[src/rtl/i2c_bit_sched.sv]
// rtl/i2c_bit_sched.sv - command-sequenced I2C bit scheduler (START/STOP/WRITE/READ)
// Each command runs four quarter-bit phases; SCL high phase (PB) honours slave clock stretching.
module i2c_bit_sched #(
  parameter int DIV_W       = 16,
  parameter int DIV_DEFAULT = 25
) (
  input  logic             clk_in,
  input  logic             rst,
  input  logic             cmd_valid,
  output logic             cmd_ready,
  input  logic [1:0]       cmd,
  input  logic             cmd_din,
  input  logic             div_load,
  input  logic [DIV_W-1:0] div_value,
  output logic             rsp_valid,
  output logic             rsp_dout,
  output logic             busy,
  input  logic             scl_i,
  input  logic             sda_i,
  output logic             scl_oen,
  output logic             sda_oen
);

  localparam logic [1:0] CMD_START = 2'b00;
  localparam logic [1:0] CMD_STOP  = 2'b01;
  localparam logic [1:0] CMD_WRITE = 2'b10;
  localparam logic [DIV_W-1:0] DIV_MIN = DIV_W'(2);
  localparam logic [DIV_W-1:0] ONE     = DIV_W'(1);

  typedef enum logic [2:0] {IDLE, PA, PB, PC, PD} state_t;

  state_t           state, state_nx;
  logic [DIV_W-1:0] cnt_q, cnt_nx, div_q, div_nx;
  logic [1:0]       cmd_q, cmd_nx;
  logic             din_q, din_nx;
  logic             scl_q, sda_q;
  logic [1:0]       en_nx;
  logic             samp_q, samp_nx;
  logic             rsp_valid_q, rsp_valid_nx;
  logic             rsp_dout_q, rsp_dout_nx;
  logic             hold;

  // {scl_oen, sda_oen} for a given phase of a given command
  function automatic logic [1:0] phase_en(input state_t s, input logic [1:0] c, input logic d);
    logic [1:0] en;
    en = 2'b11;
    case (c)
      CMD_START: case (s)
        PC:      en = 2'b10;
        PD:      en = 2'b00;
        default: en = 2'b11;
      endcase
      CMD_STOP: case (s)
        PA:      en = 2'b00;
        PB, PC:  en = 2'b10;
        default: en = 2'b11;
      endcase
      default: en = {(s == PB) || (s == PC), (c == CMD_WRITE) ? d : 1'b1};
    endcase
    return en;
  endfunction

  assign cmd_ready = (state == IDLE);
  assign busy      = ~cmd_ready;
  assign rsp_valid = rsp_valid_q;
  assign rsp_dout  = rsp_dout_q;
  assign scl_oen   = scl_q;
  assign sda_oen   = sda_q;
  assign hold      = (state == PB) && !scl_i;

  always_comb begin
    state_nx     = state;
    cnt_nx       = cnt_q;
    div_nx       = div_q;
    cmd_nx       = cmd_q;
    din_nx       = din_q;
    en_nx        = {scl_q, sda_q};
    samp_nx      = samp_q;
    rsp_valid_nx = 1'b0;
    rsp_dout_nx  = rsp_dout_q;
    if (state == IDLE) begin
      if (div_load)
        div_nx = (div_value < DIV_MIN) ? DIV_MIN : div_value;
      if (cmd_valid) begin
        cmd_nx   = cmd;
        din_nx   = cmd_din;
        cnt_nx   = '0;
        state_nx = PA;
        en_nx    = phase_en(PA, cmd, cmd_din);
      end
    end else if (hold) begin
      cnt_nx = '0;
    end else if (cnt_q == div_q - ONE) begin
      cnt_nx = '0;
      case (state)
        PA: begin
          state_nx = PB;
          en_nx    = phase_en(PB, cmd_q, din_q);
        end
        PB: begin
          state_nx = PC;
          en_nx    = phase_en(PC, cmd_q, din_q);
        end
        PC: begin
          state_nx = PD;
          en_nx    = phase_en(PD, cmd_q, din_q);
          samp_nx  = sda_i;
        end
        default: begin
          // enables keep their PD values while idle
          state_nx     = IDLE;
          rsp_valid_nx = 1'b1;
          rsp_dout_nx  = cmd_q[1] & samp_q;
        end
      endcase
    end else begin
      cnt_nx = cnt_q + ONE;
    end
  end

  always_ff @(posedge clk_in or posedge rst) begin
    if (rst) begin
      state       <= IDLE;
      cnt_q       <= '0;
      div_q       <= DIV_W'(DIV_DEFAULT);
      cmd_q       <= CMD_START;
      din_q       <= 1'b0;
      scl_q       <= 1'b1;
      sda_q       <= 1'b1;
      samp_q      <= 1'b0;
      rsp_valid_q <= 1'b0;
      rsp_dout_q  <= 1'b0;
    end else begin
      state       <= state_nx;
      cnt_q       <= cnt_nx;
      div_q       <= div_nx;
      cmd_q       <= cmd_nx;
      din_q       <= din_nx;
      scl_q       <= en_nx[1];
      sda_q       <= en_nx[0];
      samp_q      <= samp_nx;
      rsp_valid_q <= rsp_valid_nx;
      rsp_dout_q  <= rsp_dout_nx;
    end
  end

endmodule

[config.mk]
export PLATFORM = sky130hd
export DESIGN_NAME = i2c_bit_sched
export DESIGN_NICKNAME = d
export VERILOG_FILES = /design/src/rtl/i2c_bit_sched.sv
export SDC_FILE = /design/constraint.sdc
export NUM_CORES = 1
export LEC_CHECK = 0
export CORE_ASPECT_RATIO = 0.5
export CORE_MARGIN = 2
export CORE_UTILIZATION = 46
export CTS_CLUSTER_SIZE = 12
export DETAILED_ROUTE_END_ITERATION = 6
export GPL_TIMING_DRIVEN = 0
export PLACE_DENSITY = 0.73
export SYNTH_ARGS = -nofsm -noshare
export SYNTH_HDL_FRONTEND = slang
export SYNTH_SLANG_ARGS = --single-unit
export TNS_END_PERCENT = 50
[constraint.sdc]
create_clock -name clk_in -period 6.7 [get_ports clk_in]
set_input_delay 1.34 -clock clk_in [delete_from_list [all_inputs] [get_ports clk_in]]
set_output_delay 1.34 -clock clk_in [all_outputs]
set_load 0.02 [all_outputs]
==> results_dict.tcl <==
set metrics [dict create \
    track_usage_pct 21.6 \
    synth_edf_count 0 \
    drv_cap 0 \
    crit_arrival_ps 3830 \
    cts_setup_buffers 0 \
    critPathKind "reg -> reg" \
    wl_met2_um 3060 \
    wl_met3_um 473 \
    synth_top_area_cell "dfrtp_1" \
    postSynthRegisterBits 43 \
    fin_util_pct 58.3 \
    crit_path_end_kind "flop" \
    antenna_found_initial 0 \
    clock_path_buffers 2 \
    finalMaxSlewViolations 0 \
    tightestPinTransition_ps 925 \
    worstHoldPathType "reg -> reg" \
    power_density_mw_per_mm2 356 \
    antenna_cells 0 \
    dp_hpwl_um 4950 \
    fmax_ghz 0.270 \
    core_area_mm2 0.00561 \
    htreeDepth 2 \
    insertion_delay_ps 290 \
    fin_crit_sh_pct 55.2 \
    clock_sinks 43 \
    min_period_ps 3700 \
    die_h_um 58.5 \
    num_rows 19 \
    finalHoldViolCount 0 \
    avgSynthCellArea_um2 8.99 \
    maxSlewHeadroom_pct 38.3 \
    cp-start-kind "flop" \
    io_buffers 30 \
    grt_pass1_wl_um 11000 \
    layout-drive-gt1-share_pct 12.0 \
    vdd_drop_max_uv 173 \
    setup_viol 0 \
    ant_nets 0 \
    status "finished with violations" \
    wl_per_cell_um 16.4 \
    ioPinCount 31 \
    drc 4 \
    ys_seq_area_share_pct 39.6 \
    rsz0062_at_grt "no" \
    grt_max_degree 44 \
    fin_skew_ps 5.95 \
    ys_types 55 \
    ys.warnings.count 0 \
    start_util_pct 48.7 \
    m1WireLength_um 3220 \
    root_buffer "clkbuf_16" \
    leakage_uw 0.00126 \
    ctsResizeCount 0 \
    netlist_area_mm2 0.00273 \
    async_flop_share_pct 100 \
    num_vias 2449 \
    synth_top_area_share_pct 34.8 \
    cts_tree "built" \
    grt-ovfl-total 0 \
    numCtsBuffers 5 \
    first_global_vias 2195 \
    cp_max_fo 10 \
    wirelength_um 6810 \
    drtIter0Drc 248 \
    synth_most_common_cell "dfrtp_1" \
    synth_flop_cell "dfrtp_1" \
    die_w_um 113 \
    vias_per_cell 5.90 \
    ys_top_cells_by_area "dfrtp_1, mux2_2, dfstp_2, nand2_1, nand3_1" \
    dr.pass1.iters 6 \
    num-nets-final 368 \
    crit_required_ps 6830 \
    cts-hold-fix-buffers 0 \
    violations "DRC" \
    gp_congestion 0.892 \
    area_delta_synth_final_pct 19.7 \
    synth_common_cells "dfrtp_1, nand2_1, nand3_1, mux2_2, clkbuf_1" \
    clkSlewWorstSetupHoldPaths_ps 60 \
    netlist_instances 304 \
    synthesis.nets 331 \
    die_area_mm2 0.00661 \
    highest_layer "met4" \
    totalNegativeSetupSlack_ps 0 \
]
area by class of cell:
cell class,count,area (um^2)
fillers,521,2340
multi-input cells,232,1530
flip-flops and latches,43,1080
repair buffers,30,300
clock buffers,7,143
well taps,73,91.3
plain buffers,18,75.1
inverters,11,41.3
clock inverters,1,5.00
per-layer routing:
metal | track usage (%) | up-vias
met5 | 0 | -
met4 | 5.40 | 0
met3 | 5.66 | 6
met2 | 33.9 | 53
met1 | 30.2 | 1191
li1 | - | 1199
registers in the layout, summed over array words and instances (netlist names):
name / flops
sda_oen: 1
scl_oen: 1
cmd_q: 2
state: 3
cnt_q: 16
samp_q: 1
div_q: 16
rsp_dout: 1
din_q: 1
rsp_valid: 1
cell families (layout without fill, tap and decap cells):
logic type                 after synthesis  in the layout  synth area share (%)
xor gates and xnor gates                19             19                  6.09
DFF                                     43             43                  39.6
adders and majority gates                2              2                 0.916
buffers and inverters                   29             67                  4.26
muxes                                   22             22                  8.84
AOI/OAI and AO/OA                       61             61                  15.2
and+or+nand+nor                        128            128                  25.0
report_power, final:
| group | leakage, uW | switching [uW] | internal (uW) |
|---|---|---|---|
| clock network | 0.0000739 | 97.6 | 148 |
| registers | 0.000534 | 112 | 355 |
| logic | 0.000651 | 231 | 223 |
worst paths after layout:
path / start / endpoint / slack, ps / depth (start not counted)
worst max-delay path: div_q[1] / cnt_q[13] / 3000 / 11
worst min-delay path: samp_q / samp_q / 510 / 1
worst max register to register: div_q[1] / cnt_q[13] / 3000 / 11
worst min register to register: samp_q / samp_q / 510 / 1
max in group asynchronous: rst / div_q[9] / 4550 / 2
min in group asynchronous: rst / rsp_valid / 1570 / 2
critical path, stage by stage, from the launching register on:
cell and delay (ps):
dfrtp_1 430, inv_1 80, ha_1 200, or3b_1 380, or4_1 430, o211a_1 240
or4_1 540, or4_4 480, buf_6 170, clkbuf_1 250, nand4_1 190, o311ai_0 160
stage by stage:
step	power, uW	instance area, um^2	hold slack (ps)	cells	worst slack, ps
2_1_floorplan	789	2730	481	304	3300
3_3_place_gp	895	3120	491	407	3050
3_5_place_dp	915	3120	496	407	3020
4_1_cts	1170	3270	510	415	3010
5_1_grt	1250	3270	529	415	2800
6_report	1170	3270	507	415	3000
cell usage in the layout, fill, tap and decap left out, types with 10 or more instances in the layout:
master / count
nand3_1: 18
mux2_2: 17
inv_1: 10
o21ai_0: 13
xor2_1: 10
nand2_1: 33
clkbuf_1: 17
dfrtp_1: 38
nor2_1: 15
nand4_1: 12
clkdlybuf4s50_1: 30
Note: power is estimated with default switching activity, not from simulation.
